--- config.mk ---
export PLATFORM = sky130hd
export DESIGN_NAME = write_bw_ctrl
export DESIGN_NICKNAME = d
export VERILOG_FILES = /design/src/rtl/bw_pkg.sv /design/src/rtl/bw_ms_tick.sv /design/src/rtl/write_bw_ctrl.sv
export SDC_FILE = /design/constraint.sdc
export NUM_CORES = 1
export LEC_CHECK = 0
export CAP_MARGIN = 5
export CORE_ASPECT_RATIO = 0.9
export CORE_UTILIZATION = 45
export DETAILED_ROUTE_END_ITERATION = 8
export PLACE_DENSITY = 0.69
export SLEW_MARGIN = 20
export SYNTH_ARGS = -nofsm -noshare
export SYNTH_HDL_FRONTEND = slang
export SYNTH_SLANG_ARGS = --single-unit
--- constraint.sdc ---
create_clock -name clk -period 3.5 [get_ports clk]
set_input_delay 0.875 -clock clk [delete_from_list [all_inputs] [get_ports clk]]
set_output_delay 0.875 -clock clk [all_outputs]
set_load 0.005 [all_outputs]
--- src/rtl/bw_pkg.sv ---
// Shared types, error-bit positions and helpers for the write-bandwidth run controller.
package bw_pkg;

  typedef enum logic [1:0] {
    ST_IDLE  = 2'd0,
    ST_RUN   = 2'd1,
    ST_DRAIN = 2'd2
  } bw_state_e;

  localparam int ERR_BRESP     = 0;
  localparam int ERR_TIMEOUT   = 1;
  localparam int ERR_UNDERFLOW = 2;

  function automatic int MS_CYCLES(input int freq_hz);
    return freq_hz / 1000;
  endfunction

  // Counters stick at all-ones instead of wrapping.
  function automatic logic [31:0] sat_inc(input logic [31:0] v);
    return (v == 32'hFFFF_FFFF) ? v : v + 32'd1;
  endfunction

endpackage

--- src/rtl/bw_ms_tick.sv ---
// Millisecond prescaler: one-cycle tick every MS_CYCLES(FREQ_HZ) cycles, held at phase 0 by clear.
module bw_ms_tick
  import bw_pkg::*;
#(
  parameter int FREQ_HZ = 250000000
) (
  input  logic clk,
  input  logic resetn,
  input  logic clear,
  output logic tick
);
  localparam int MS   = (MS_CYCLES(FREQ_HZ) > 0) ? MS_CYCLES(FREQ_HZ) : 1;
  localparam int CW   = (MS > 1) ? $clog2(MS) : 1;
  localparam logic [CW-1:0] LAST = CW'(MS - 1);

  logic [CW-1:0] r_cnt;

  always_ff @(posedge clk or negedge resetn) begin
    if (!resetn) begin
      r_cnt <= '0;
    end else if (clear || (r_cnt == LAST)) begin
      r_cnt <= '0;
    end else begin
      r_cnt <= r_cnt + CW'(1);
    end
  end

  assign tick = !clear && (r_cnt == LAST);

endmodule

--- src/rtl/write_bw_ctrl.sv ---
// Run controller for the PCIe write-bandwidth generator: times the enable window,
// counts AW / W-last / B handshakes, drains outstanding bursts and reports results.
module write_bw_ctrl
  import bw_pkg::*;
#(
  parameter int FREQ_HZ       = 250000000,
  parameter int DRAIN_QUIET   = 16,
  parameter int DRAIN_TIMEOUT = 1000000
) (
  input  logic        clk,
  input  logic        resetn,
  input  logic        start,
  input  logic        abort,
  input  logic [15:0] duration_ms,
  input  logic        aw_hs,
  input  logic        wlast_hs,
  input  logic        b_hs,
  input  logic [1:0]  bresp,
  output logic        enable_write,
  output logic        busy,
  output logic        done,
  output logic [2:0]  err,
  output logic [31:0] bursts_issued,
  output logic [31:0] bursts_completed,
  output logic [31:0] wlast_count,
  output logic [31:0] elapsed_cycles
);
  bw_state_e   r_state;
  logic        r_enable;
  logic        r_busy;
  logic        r_done;
  logic [2:0]  r_err;
  logic [31:0] r_issued;
  logic [31:0] r_completed;
  logic [31:0] r_wlast;
  logic [31:0] r_elapsed;
  logic [31:0] r_run_cycles;
  logic [31:0] r_outstanding;
  logic [31:0] r_quiet;
  logic [31:0] r_drain_cycles;
  logic [15:0] r_ms_left;

  logic        w_tick;
  logic        w_presc_clear;
  logic        w_active;
  logic        w_underflow;
  logic        w_quiet_done;
  logic        w_timeout;
  logic        w_last_ms;
  logic [31:0] w_run_next;
  logic [31:0] w_out_next;
  logic [31:0] w_quiet_next;
  logic [31:0] w_drain_next;

  // Prescaler phase restarts at every RUN entry so the window is exactly duration_ms ms.
  assign w_presc_clear = (r_state != ST_RUN);

  bw_ms_tick #(
    .FREQ_HZ(FREQ_HZ)
  ) u_ms_tick (
    .clk   (clk),
    .resetn(resetn),
    .clear (w_presc_clear),
    .tick  (w_tick)
  );

  assign w_active     = (r_state != ST_IDLE);
  assign w_run_next   = sat_inc(r_run_cycles);
  assign w_quiet_next = (r_outstanding == '0) ? sat_inc(r_quiet) : '0;
  assign w_drain_next = sat_inc(r_drain_cycles);
  assign w_quiet_done = (w_quiet_next >= 32'(DRAIN_QUIET));
  assign w_timeout    = (w_drain_next >= 32'(DRAIN_TIMEOUT));
  assign w_last_ms    = w_tick && (r_ms_left <= 16'd1);

  // Outstanding tracker: a same-cycle AW and B cancel; a lone B at zero is an underflow.
  always_comb begin
    w_out_next  = r_outstanding;
    w_underflow = 1'b0;
    if (aw_hs && !b_hs) begin
      w_out_next = sat_inc(r_outstanding);
    end else if (b_hs && !aw_hs) begin
      if (r_outstanding == '0) begin
        w_underflow = 1'b1;
      end else begin
        w_out_next = r_outstanding - 32'd1;
      end
    end
  end

  always_ff @(posedge clk or negedge resetn) begin
    if (!resetn) begin
      r_state        <= ST_IDLE;
      r_enable       <= 1'b0;
      r_busy         <= 1'b0;
      r_done         <= 1'b0;
      r_err          <= '0;
      r_issued       <= '0;
      r_completed    <= '0;
      r_wlast        <= '0;
      r_elapsed      <= '0;
      r_run_cycles   <= '0;
      r_outstanding  <= '0;
      r_quiet        <= '0;
      r_drain_cycles <= '0;
      r_ms_left      <= '0;
    end else begin
      r_done <= 1'b0;

      if (w_active) begin
        if (aw_hs) r_issued <= sat_inc(r_issued);
        if (wlast_hs) r_wlast <= sat_inc(r_wlast);
        if (b_hs) begin
          r_completed <= sat_inc(r_completed);
          r_elapsed   <= w_run_next;
          if (bresp != 2'b00) r_err[ERR_BRESP] <= 1'b1;
        end
        if (w_underflow) r_err[ERR_UNDERFLOW] <= 1'b1;
        r_outstanding <= w_out_next;
        r_run_cycles  <= w_run_next;
      end

      case (r_state)
        ST_IDLE: begin
          if (start) begin
            r_err          <= '0;
            r_issued       <= '0;
            r_completed    <= '0;
            r_wlast        <= '0;
            r_elapsed      <= '0;
            r_run_cycles   <= '0;
            r_outstanding  <= '0;
            r_quiet        <= '0;
            r_drain_cycles <= '0;
            r_ms_left      <= duration_ms;
            if (duration_ms == 16'd0) begin
              r_done <= 1'b1;
            end else begin
              r_state  <= ST_RUN;
              r_busy   <= 1'b1;
              r_enable <= 1'b1;
            end
          end
        end
        ST_RUN: begin
          if (w_tick) r_ms_left <= r_ms_left - 16'd1;
          if (abort || w_last_ms) begin
            r_state        <= ST_DRAIN;
            r_enable       <= 1'b0;
            r_quiet        <= '0;
            r_drain_cycles <= '0;
          end
        end
        ST_DRAIN: begin
          r_quiet        <= w_quiet_next;
          r_drain_cycles <= w_drain_next;
          if (w_quiet_done || w_timeout) begin
            r_state <= ST_IDLE;
            r_busy  <= 1'b0;
            r_done  <= 1'b1;
            if (!w_quiet_done) r_err[ERR_TIMEOUT] <= 1'b1;
          end
        end
        default: begin
          r_state  <= ST_IDLE;
          r_enable <= 1'b0;
          r_busy   <= 1'b0;
        end
      endcase
    end
  end

  assign enable_write     = r_enable;
  assign busy             = r_busy;
  assign done             = r_done;
  assign err              = r_err;
  assign bursts_issued    = r_issued;
  assign bursts_completed = r_completed;
  assign wlast_count      = r_wlast;
  assign elapsed_cycles   = r_elapsed;

endmodule

Yosys cells after proc, flatten, opt, wreduce, memory -nomap -nowiden
Cells that the tools add are included.
{ "totals": {"register_bits": 298, "inputBits": 25, "output_inout_bits": 134, "word_cells": 142} }
{ "op_classes": {"add_sub_neg": 10, "magnitude_cmp": 3, "eq_ne": 17, "n_mux": 70, "bitwise": 2, "reduce_logical": 24} }
{ "op_table": {"columns": ["operator", "count"], "rows": [
  ["2-to-1 mux 32 bit", 35],
  ["adder 32 x 1 -> 32 bit (second input constant)", 7],
  ["== test 32 bit (second input constant)", 7],
  ["one-hot mux 32 bit (3 select lines)", 2],
  [">= comparator 32 x 20 -> 1 bit (second input constant)", 1],
  [">= comparator 32 x 5 -> 1 bit (second input constant)", 1],
  ["zero test 32 bit", 1],
  ["2-to-1 mux 16 bit", 2],
  ["one-hot mux 16 bit (2 select lines)", 1],
  ["subtractor 32 x 1 -> 32 bit (second input constant)", 1],
  ["2-to-1 mux 1 bit", 19],
  ["adder 18 x 1 -> 18 bit (second input constant)", 1],
  ["== test 18 bit (second input constant)", 1],
  ["2-to-1 mux 18 bit", 1],
  ["less-or-equal comparator 16 x 1 -> 1 bit (second input constant)", 1],
  ["zero test 16 bit", 1],
  ["AND reduction 4 bit", 4],
  ["subtractor 16 x 1 -> 16 bit (second input constant)", 1],
  ["!= test 2 bit (second input constant)", 6],
  ["2-to-1 mux 2 bit", 4],
  ["nonzero test 2 bit", 4],
  ["one-hot mux 1 bit (3 select lines)", 2],
  ["one-hot mux 2 bit (3 select lines)", 1],
  ["AND reduction 3 bit", 2],
  ["11 further kinds", 20]
]} }

Longest topological paths before layout
Gate-level depths: netlist of the first run.
{ "depth": {"ltp_word": 8, "ltp_mapped": 12, "mapped_depth_nobuf": 10} }

Modules after synthesis
A second synthesis of the first run with hierarchy kept.
{ "hier_totals": {"cells_unflattened": 2031, "area_unflattened_um2": 17276.6} }
{ "by_module_without_submodules": {"columns": ["module", "instances", "cells_each", "area_each_um2", "seq_area_each_um2"], "rows": [
  ["write_bw_ctrl", 1, 1939, 16331.9, 7006.7],
  ["bw_ms_tick", 1, 92, 944.7, 450.4]
]} }

Worst setup path after synthesis of the first run
No wires, ideal clock.
{ "synth_path": {"kind": "reg-to-reg", "startpoint": "reg r_quiet[20]", "endpoint": "reg r_done (netlist: done)", "setup_ps": 124, "arrival_time_ps": 2935, "t_required_ps": 3376, "setup_slack_ps": 441, "path_stages_with_launch": 10, "n_path_buf": 1, "synth_period_minus_slack_ps": 3059, "cell_sequence": "dfrtp_1 > clkbuf_1 > nand3_1 > or4_1 > a2111oi_0 > xor2_1 > a2111oi_0 > nand4_1 > o41a_1 > o31a_1"} }
{ "synth_via": {"elab_chain_len": 7, "word_cells_on_any_way": 8, "cone_classes": "add/sub (1); order compare (1); eq/ne (1); mux (4); reduce/logical (1)"} }
{ "synth_lines": {"columns": ["element", "line_no", "text"], "rows": [
  ["from (decl)", "write_bw_ctrl.sv:39", "logic [31:0] r_quiet;"],
  ["from (signal assigned)", "write_bw_ctrl.sv:154", "r_quiet <= w_quiet_next;"],
  ["adder 32 x 1 -> 32 bit or == test 32 bit (tied branches)", "bw_pkg.sv:20", "return (v == 32'hFFFF_FFFF) ? v : v + 32'd1;"],
  ["2-to-1 mux 32 bit *", "bw_pkg.sv:20", null],
  ["2-to-1 mux 32 bit *", "write_bw_ctrl.sv:69", "assign w_quiet_next = (r_outstanding == '0) ? sat_inc(r_quiet) : '0;"],
  [">= comparator 32 x 5 -> 1 bit *", "write_bw_ctrl.sv:71", "assign w_quiet_done = (w_quiet_next >= 32'(DRAIN_QUIET));"],
  ["logical OR 1 bit *", "write_bw_ctrl.sv:156", "if (w_quiet_done || w_timeout) begin"],
  ["2-to-1 mux 1 bit *", "write_bw_ctrl.sv:156", null],
  ["one-hot mux 1 bit (2 select lines) *", "write_bw_ctrl.sv:122", "case (r_state)"],
  ["to (signal assigned)", "write_bw_ctrl.sv:95", "r_done <= 1'b0;"],
  ["to (signal assigned)", "write_bw_ctrl.sv:136", "r_done <= 1'b1;"],
  ["to (signal assigned)", "write_bw_ctrl.sv:159", "r_done <= 1'b1;"],
  ["to (decl)", "write_bw_ctrl.sv:31", "logic r_done;"]
]} }
Mark *: on every way between the ends. The rest lies on a longest branch, timed or not.
A chain may end at the register's enable or synchronous reset.

Worst setup path in the final report of the first run
{ "layout_path": {"startpoint": "reg r_quiet[27]", "endpoint": "reg r_done (netlist: done)"} }
Same word-level chain as after synthesis.

==> reports/qor.csv, run 1 <==
stage,metric,value,unit
outcome,status,"complete, no violations",
global_route,grt_overflow,0,
floorplan,chipWidth,208,µm
critical_path,cp-end-kind,flip-flop,
clocking,cts_tree,yes,
sta,slew_headroom,0.314,
sta,max_freq,310,MHz
global_route,busiest_layer,met2,
floorplan,core,0.0375,mm²
drt,vias,15900,
clocking,cts_made_buffers,35,
critical_path,cp.arrival,3.62,ns
floorplan,num_io_pins,159,
global_route,use_met1,0.348,
critical_path,crit_buf_inv,0,
cells_and_area,syn2layout_area_growth,19.5,%
critical_path,rrSetupSlack,0.28,ns
yosys,synthesis.instances,2028,
drt,firstDrtPassIters,6,
drt,wirelength,47300,µm
critical_path,worstSetupStartpointType,flip-flop,
clocking,postCtsSetupBuffers,0,
floorplan,die-height,188,µm
sta,worstMarginPinSlew,1.03,ns
drt,viasPerCell,5.96,
floorplan,initial_core_util,0.460,
critical_path,cp_cell_sequence,nand3_1 -> nor4_4 -> nand3_2 -> a311o_1 -> a2111oi_0 -> nand4_1 -> o41a_1 -> o31a_1,
critical_path,startpoint,r_quiet[27],
global_route,met2_usage,0.380,
cells_and_area,drive_gt1_frac,0.0652,
placement,io_buffer_count,158,
clocking,cts_root_buffer,clkbuf_16,
power_and_ir_drop,leakagePower,8.30,nW
power_and_ir_drop,irDropWorstVdd,0.457,mV
critical_path,critPathCapture,done,
clocking,cts_resized,0,
sta,setup_viol,0,
yosys,synth_edf_count,0,
critical_path,r2r_cells,8,
sta,rsz0062_at_grt,false,
yosys,synth_cell_type_count,75,
sta,fin_skew,0.0163,ns
clocking,clk_path_buf_depth,3,
critical_path,worstSetupPathType,flip-flop to flip-flop,
critical_path,cp.depth,8,
drt,drc,0,
clocking,ctsHoldBuffers,0,
sta,fin_crit,3.22,ns
yosys,syn_nets,2064,
critical_path,cp_max_fo,10,
cells_and_area,post-route-util,0.549,
min_path,hold_path.class,primary input to async pin,
global_route,gr-usage-met3,0.0367,
clocking,clk_pin_slew_worst_paths,0.06,ns
yosys,async_flop_share,1.00,
placement,dpl.hpwl,32600,µm
floorplan,rows,67,
yosys,synth-main-ff-cell,dfrtp_1,
critical_path,required,3.90,ns
sta,finalCritPeriodShare,0.920,
clocking,clkLatencyLatePin,0.52,ns
global_route,grt_max_degree,88,
placement,gp_congestion,0.945,
drt,antenna_left,0,
critical_path,timing.rr.start,r_quiet[27],
critical_path,critical_path.slowest_cell,nor4_4,
drt,post_drt_wl_per_cell,17.8,µm
cells_and_area,nets,2191,
drt,drtIter0Drc,1557,
yosys,syn_area,0.0172,mm²
clocking,cts.sink_count,298,
sta,maxSlewViolCount,0,
yosys,syn_area_per_cell,8.50,µm²
clocking,htreeDepth,2,
sta,finalSetupTns,0,ns
global_route,antenna_found_initial,2,
run,cap_violations,0,
critical_path,r2r_end,done,
critical_path,crit_family,compound AO/OA/AOI/OAI gates,
floorplan,dieArea,0.0391,mm²
yosys,synth.ff_latch_count,298,
yosys,yosysSeqAreaShare,0.433,
critical_path,critPathMaxStageDelay,0.60,ns
global_route,grt_pass1_wl,78400,µm
cells_and_area,fill_cells,3381,
yosys,yosysWarnings,0,
global_route,grt_usage,0.242,
global_route,grt_pass1_vias,14900,
power_and_ir_drop,pwr_density_cell,552,mW/mm²
sta,hold_viol_final,0,
-- how the worst min path moves through the flow --
stage / from / end / slack, ns / cells past startpoint
2_1_floorplan: u_ms_tick.r_cnt[0] / u_ms_tick.r_cnt[0] / 0.42 / 1
3_3_place_gp: u_ms_tick.r_cnt[0] / u_ms_tick.r_cnt[0] / 0.43 / 1
3_5_place_dp: u_ms_tick.r_cnt[0] / u_ms_tick.r_cnt[0] / 0.46 / 1
4_1_cts: resetn / bursts_issued[22] / 0.33 / 1
5_1_grt: resetn / bursts_issued[24] / 0.35 / 1
6_report: resetn / bursts_issued[24] / 0.31 / 1
-- cell families after synthesis --
family,Yosys count,share of synthesized area
AO/OA/AOI/OAI,482,0.172
XOR/XNOR,159,0.0808
multiplexers,11,0.00646
flip-flops,298,0.433
adder cells (fa/ha/maj),11,0.00799
AND/OR/NAND/NOR,913,0.265
buffers and inverters,154,0.0348
-- sequential cells by signal, indices dropped and copies added, names as in the netlist, 2 cells and up --
name	cells
bursts_completed	32
bursts_issued	32
elapsed_cycles	32
err	3
r_drain_cycles	32
r_ms_left	16
r_outstanding	32
r_quiet	32
r_run_cycles	32
r_state	2
u_ms_tick.r_cnt	18
wlast_count	32
-- stage by stage --
stage          setup WS (ns)  power [mW]  area (µm²)  hold slack, ns  std cells
6_report               0.278        11.4       20600           0.308       2664
5_1_grt              0.00992        12.0       20600           0.351       2662
4_1_cts                0.174        11.4       20600           0.328       2662
3_5_place_dp           0.244        7.68       19400           0.460       2601
3_3_place_gp           0.294        7.59       19400           0.434       2601
2_1_floorplan          0.441        6.43       17200           0.424       2028
-- worst reg2reg max path: stages (launching register included) --
cell	delay (ns)
dfrtp_1	0.47
nand3_1	0.19
nor4_4	0.60
nand3_2	0.15
a311o_1	0.38
a2111oi_0	0.43
nand4_1	0.18
o41a_1	0.40
o31a_1	0.30
-- final cells by class --
type / count / area (µm²) / share of cell area
antenna: 2 / 5.00 / 0.000243
clock inverter: 9 / 111 / 0.00541
multi-input combinational: 1576 / 9200 / 0.447
tap: 483 / 604 / 0.0294
timing repair buffer: 218 / 2070 / 0.101
sequential: 298 / 7460 / 0.362
inverter: 26 / 97.6 / 0.00474
clock buffer: 52 / 1040 / 0.0505
-- layer usage --
layer  up-vias  part of all wire  wire length (µm)
met5         -                 0                 0
met4         0             0.019               917
met3        72             0.056              2650
met2       474              0.46             21500
met1      7747              0.47             22200
li1       7578                 -                 -
-- synth_stat cells, drive strengths merged (13+ instances only) --
cell    number  area share
dfrtp      298        0.43
nor2       242       0.053
nand2      231       0.050
o21ai      186       0.054
nand3      109       0.032
clkbuf     105       0.023
a21oi       95       0.028
xor2        94       0.048
nand4       66       0.024
xnor2       65       0.033
and3        40       0.015
o31ai       40       0.017
a31oi       39       0.014
and4        39       0.020
nor3        39       0.012
and2        37       0.013
nor4        28       0.013
inv         25      0.0054
a211oi      24       0.010
buf         23      0.0062
nand2b      18      0.0065
or3         18      0.0065
or4         13      0.0057
-- placed cells by master, fill, tap and decap left out, types with 25 or more instances in the layout --
master / synthesis / final
dfrtp_1: 298 / 298
and4_1: 39 / 39
o21ai_0: 180 / 180
nor3_1: 38 / 38
a21oi_1: 95 / 94
buf_4: 1 / 57
a31oi_1: 39 / 39
nand2_1: 231 / 231
xor2_1: 94 / 94
clkbuf_16: 0 / 35
o31ai_1: 40 / 40
nand4_1: 66 / 66
and2_1: 36 / 35
clkdlybuf4s50_1: 0 / 157
nor2_1: 242 / 240
xnor2_1: 65 / 65
and3_1: 40 / 40
nand3_1: 107 / 107
inv_1: 25 / 25
-- power breakdown --
group | total, mW | internal [mW] | leakage [nW] | switching (mW)
Clock | 3.68 | 2.21 | 0.566 | 1.48
Sequential | 4.33 | 3.84 | 4.07 | 0.491
Combinational | 3.34 | 1.19 | 3.65 | 2.15
Total | 11.4 | 7.23 | 8.30 | 4.12
Power figures use the tool's default switching activity.
==> run 2: changes to the inputs <==
- MAX_ROUTING_LAYER: unset -> met4
- clock period: 3.5 -> 3.75 ns (I/O delays scaled with it)
==> reports/qor.csv, run 2 (synthesized netlist as in run 1, its figures left out) <==
stage,metric,value,unit,change
critical_path,rrSetupSlack,0.38,ns,+0.10 ns
sta,setup_slack,0.376,ns,+0.0973 ns
cells_and_area,final_common_cell,dfrtp_1,,
floorplan,num_io_pins,159,,unchanged
floorplan,die-height,188,µm,unchanged
clocking,cts_resized,0,,unchanged
clocking,cts_made_buffers,35,,unchanged
sta,finalCritPeriodShare,0.900,,-0.0206
critical_path,r2r_end,done,,
critical_path,worstSetupStartpointType,flip-flop,,
power_and_ir_drop,pwr_density_cell,520,mW/mm²,-5.7%
drt,antenna_left,0,,unchanged
clocking,clkLatencyLatePin,0.53,ns,about the same
global_route,grt_overflow,0,,unchanged
critical_path,cp-end-kind,flip-flop,,
drt,vias,15800,,-0.52%
clocking,htreeDepth,2,,unchanged
floorplan,chipWidth,208,µm,unchanged
sta,hold_viol_final,0,,unchanged
critical_path,cp_max_fo,9,,-1
critical_path,cp.arrival,3.77,ns,+0.15 ns
critical_path,startpoint,r_quiet[0],,
min_path,hold_path.class,primary input to async pin,,
sta,maxSlewViolCount,0,,unchanged
clocking,cts_root_buffer,clkbuf_16,,
placement,io_buffer_count,158,,unchanged
critical_path,timing.rr.start,r_quiet[0],,
drt,post_drt_wl_per_cell,17.7,µm,-0.19%
sta,worstMarginPinSlew,1.05,ns,+0.0185 ns
outcome,status,"complete, no violations",,
critical_path,required,4.15,ns,+0.25 ns
run,cap_violations,0,,unchanged
cells_and_area,syn2layout_area_growth,19.1,%,
clocking,cts.sink_count,298,,unchanged
critical_path,cp.depth,9,,+1
clocking,postCtsSetupBuffers,0,,unchanged
drt,drc,0,,unchanged
placement,gp_congestion,0.944,,about the same
cells_and_area,stdcell_count,2655,,-0.34%
floorplan,dieArea,0.0391,mm²,unchanged
placement,dpl.hpwl,32400,µm,-0.76%
drt,viasPerCell,5.95,,-0.18%
placement,pre_cts_ws,0.464,ns,+0.220 ns
floorplan,core,0.0375,mm²,unchanged
drt,drtIter0Drc,1509,,-3.1%
floorplan,initial_core_util,0.460,,unchanged
sta,fin_skew,0.0219,ns,+0.00556 ns
critical_path,r2r_cells,9,,+1
sta,setup_viol,0,,unchanged
critical_path,cp_cell_sequence,ha_1 -> nand2_1 -> nor3_2 -> and4b_1 -> a41oi_1 -> nor3_1 -> nand4_1 -> o41a_1 -> o31a_1,,
critical_path,worstSetupPathType,flip-flop to flip-flop,,
sta,fin_crit,3.37,ns,+0.153 ns
global_route,antenna_found_initial,6,,+4
cells_and_area,drive_gt1_frac,0.0605,,-0.00469
power_and_ir_drop,leakagePower,8.24,nW,-0.69%
global_route,grt_pass1_wl,78400,µm,about the same
power_and_ir_drop,irDropWorstVdd,0.321,mV,-30%
global_route,grt_max_degree,94,,+6.8%
cells_and_area,nets,2178,,-0.59%
cells_and_area,fill_cells,3373,,-0.24%
critical_path,critPathCapture,done,,
clocking,clk_path_buf_depth,3,,unchanged
critical_path,critPathMaxStageDelay,0.52,ns,-0.08 ns
sta,slew_headroom,0.302,,-0.0123
critical_path,crit_buf_inv,0,,unchanged
sta,whs,0.441,ns,+0.133 ns
cells_and_area,final_cell_mix,"dfrtp_1, nor2_1, nand2_1, o21ai_0, clkdlybuf4s50_1",,
sta,finalSetupTns,0,ns,unchanged
clocking,cts_tree,yes,,
clocking,ctsHoldBuffers,0,,unchanged
global_route,grt_usage,0.249,,+0.00674
critical_path,critical_path.slowest_cell,nor3_2,,
drt,firstDrtPassIters,5,,-1
critical_path,crit_family,simple AND/OR/NAND/NOR gates,,
drt,wirelength,47100,µm,-0.53%
sta,max_freq,296,MHz,-4.5%
placement,dp_cells,2588,,-0.50%
clocking,clk_pin_slew_worst_paths,0.06,ns,about the same
floorplan,rows,67,,unchanged
sta,rsz0062_at_grt,false,,
global_route,grt_pass1_vias,14900,,+0.081%
==> run 2: cell count changes in the layout (fill, tap and decap cells not counted), moves of 2 or more <==
| cell | delta |
|---|---|
| clkbuf_8 | -2 |
| clkbuf_1 | -3 |
| clkinvlp_4 | +2 |
| diode_2 | +4 |
| clkinv_2 | +2 |
| bufinv_16 | +2 |
| buf_4 | -13 |
==> run 2: worst min path at each step <==
stage | start | end | cells past startpoint
finish | resetn | bursts_issued[24] | 1
global route | resetn | bursts_issued[2] | 1
CTS | resetn | bursts_issued[28] | 1
detailed placement | u_ms_tick.r_cnt[0] | u_ms_tick.r_cnt[0] | 1
global placement | u_ms_tick.r_cnt[0] | u_ms_tick.r_cnt[0] | 1
floorplan | u_ms_tick.r_cnt[0] | u_ms_tick.r_cnt[0] | 1
==> run 2: worst reg2reg max path: cells and delay by family (launching register included) <==
family	cells	cell delay, ns
and+or+nand+nor	5	1.58
AOI/OAI and AO/OA	3	0.89
DFF	1	0.42
adders and majority gates	1	0.34
==> run 2: layout make-up <==
| type | instances | area, µm² | share of cell area |
|---|---|---|---|
| clock buffer | 47 | 1000 | 0.0488 |
| timing repair buffer | 205 | 1980 | 0.0963 |
| inverter | 26 | 97.6 | 0.00475 |
| tap | 483 | 604 | 0.0294 |
| antenna | 6 | 15.0 | 0.000731 |
| sequential | 298 | 7460 | 0.363 |
| clock inverter | 14 | 185 | 0.00902 |
| multi-input combinational | 1576 | 9190 | 0.448 |
==> run 2: per-stage QoR <==
step / util / power (mW) / cell area (µm²)
CTS: 0.547 / 10.8 / 20500
global placement: 0.516 / 7.08 / 19300
floorplan: - / 6.00 / 17200
finish: 0.548 / 10.7 / 20500
global route: 0.548 / 11.3 / 20500
detailed placement: 0.516 / 7.15 / 19300
==> run 2: metal layers <==
layer	vias up	global-route usage	wire length, µm
li1	7547	-	-
met1	7676	0.347	21900
met2	500	0.373	21200
met3	66	0.0439	3040
met4	0	0.0644	925
met5	-	-	0
==> run 2: power breakdown <==
part	leakage [nW]	switching [mW]	internal [mW]	total [mW]
clock	0.579	1.38	2.15	3.53
sequential	4.07	0.457	3.58	4.04
combinational	3.58	2.01	1.10	3.11
==> run 3: changes to the inputs <==
- clock period: 3.75 -> 3.26 ns (I/O delays scaled with it)
==> reports/qor.csv, run 3 (synthesized netlist as in run 1, its figures left out) <==
stage,metric,value,unit,change
global_route,grt_max_degree,112,,+19%
clocking,ctsHoldBuffers,0,,unchanged
power_and_ir_drop,irDropWorstVdd,0.554,mV,+73%
sta,fin_skew,0.0241,ns,+0.00218 ns
critical_path,cpMostUsedCell,nand3_2,,
global_route,grt_usage,0.248,,-0.000303
placement,pre_cts_ws,0.114,ns,-0.350 ns
sta,max_freq,323,MHz,+8.8%
critical_path,required,3.67,ns,-0.48 ns
critical_path,cp_max_fo,8,,-1
critical_path,cp-end-kind,flip-flop,,
clocking,clk_path_buf_depth,3,,unchanged
floorplan,dieArea,0.0391,mm²,unchanged
critical_path,crit_family,compound AO/OA/AOI/OAI gates,,
critical_path,r2r_cells,8,,-1
sta,maxSlewViolCount,0,,unchanged
clocking,clk_pin_slew_worst_paths,0.06,ns,about the same
floorplan,num_io_pins,159,,unchanged
power_and_ir_drop,leakagePower,8.45,nW,+2.6%
sta,worstMarginPinSlew,0.979,ns,-0.0676 ns
critical_path,crit_buf_inv,0,,unchanged
outcome,status,"complete, no violations",,
global_route,grt_pass1_wl,78300,µm,about the same
cells_and_area,nets,2225,,+2.2%
floorplan,core,0.0375,mm²,unchanged
sta,finalSetupTns,0,ns,unchanged
placement,gp_congestion,0.944,,about the same
sta,fin_crit,3.10,ns,-0.274 ns
critical_path,timing.rr.start,r_quiet[10],,
cells_and_area,syn2layout_area_growth,20.8,%,
cells_and_area,final_cell_mix,"dfrtp_1, nor2_1, nand2_1, o21ai_0, clkdlybuf4s50_1",,
clocking,cts_root_buffer,clkbuf_16,,
sta,setup_viol,0,,unchanged
placement,dpl.hpwl,32800,µm,+1.2%
floorplan,chipWidth,208,µm,unchanged
critical_path,critical_path.slowest_cell,a2111oi_0,,
global_route,grt_pass1_vias,15000,,+0.78%
drt,viasPerCell,5.95,,about the same
global_route,grt_overflow,0,,unchanged
floorplan,die-height,188,µm,unchanged
critical_path,worstSetupPathType,flip-flop to flip-flop,,
drt,drtIter0Drc,1426,,-5.5%
drt,drc,0,,unchanged
clocking,htreeDepth,2,,unchanged
sta,hold_viol_final,0,,unchanged
sta,whs,0.282,ns,-0.159 ns
cells_and_area,post-route-util,0.556,,+0.00775
drt,firstDrtPassIters,5,,unchanged
drt,antenna_left,0,,unchanged
cells_and_area,final_common_cell,dfrtp_1,,
clocking,cts.sink_count,298,,unchanged
sta,slew_headroom,0.341,,+0.0390
critical_path,cp.arrival,3.51,ns,-0.26 ns
power_and_ir_drop,pwr_density_cell,579,mW/mm²,+11%
global_route,antenna_found_initial,4,,-2
critical_path,worstSetupStartpointType,flip-flop,,
clocking,cts_tree,yes,,
clocking,cts_made_buffers,35,,unchanged
critical_path,cp_cell_sequence,nand3_2 -> nor4_4 -> nand3_2 -> a311o_1 -> a2111oi_0 -> nand4_1 -> o41a_1 -> o31a_1,,
floorplan,initial_core_util,0.460,,unchanged
critical_path,r2r_end,done,,
clocking,cts_resized,0,,unchanged
drt,post_drt_wl_per_cell,17.5,µm,-1.3%
clocking,postCtsSetupBuffers,0,,unchanged
placement,io_buffer_count,158,,unchanged
min_path,hold_path.class,primary input to async pin,,
sta,rsz0062_at_grt,false,,
cells_and_area,drive_gt1_frac,0.0783,,+0.0178
drt,wirelength,47200,µm,+0.25%
drt,vias,16000,,+1.6%
sta,setup_slack,0.160,ns,-0.216 ns
floorplan,rows,67,,unchanged
run,cap_violations,0,,unchanged
sta,finalCritPeriodShare,0.951,,+0.0512
critical_path,critPathMaxStageDelay,0.50,ns,-0.02 ns
critical_path,rrSetupSlack,0.16,ns,-0.22 ns
clocking,clkLatencyLatePin,0.52,ns,about the same
run 3: how the worst max path moves through the flow:
stage	from	endpoint	slack [ns]	cells after the start
after CTS	r_quiet[8]	done	0.12	8
final	r_quiet[10]	done	0.16	8
after global placement	b_hs	bursts_completed[29]	0.14	7
after detailed placement	b_hs	bursts_completed[17]	0.11	6
after global routing	r_quiet[15]	done	0.02	8
after floorplan	r_quiet[20]	done	0.20	9
run 3: final cells by class:
class / count / area (µm²)
diodes: 5 / 12.5
clock buffers: 48 / 1000
clock inverters: 9 / 108
fillers: 3385 / 16700
inverters: 26 / 97.6
multi-input cells: 1576 / 9190
flip-flops and latches: 298 / 7460
well taps: 483 / 604
repair buffers: 252 / 2340
run 3: where the power goes:
part | internal, mW | switching (mW) | leakage, nW
combinational | 1.27 | 2.30 | 3.83
sequential | 4.12 | 0.511 | 4.07
clock | 2.31 | 1.54 | 0.544
run 3: layer usage:
metal,vias up,wire length [µm],GRT usage
met2,529,21100,0.373
met3,88,2910,0.0404
li1,7644,-,-
met5,-,0,-
met4,0,1160,0.0778
met1,7774,22100,0.343
run 3: worst register-to-register path, delay by kind of cell (launching register included):
family / cells / cell delay [ns]
AOI/OAI and AO/OA: 4 / 1.57
DFF: 1 / 0.49
and+or+nand+nor: 4 / 0.93
run 3: per-stage QoR:
stage / power, mW / area (µm²) / std cells
2_1_floorplan: 6.90 / 17200 / 2028
3_3_place_gp: 8.13 / 19700 / 2635
3_5_place_dp: 8.23 / 19700 / 2635
4_1_cts: 12.1 / 20800 / 2692
5_1_grt: 12.7 / 20800 / 2697
6_report: 12.0 / 20800 / 2697
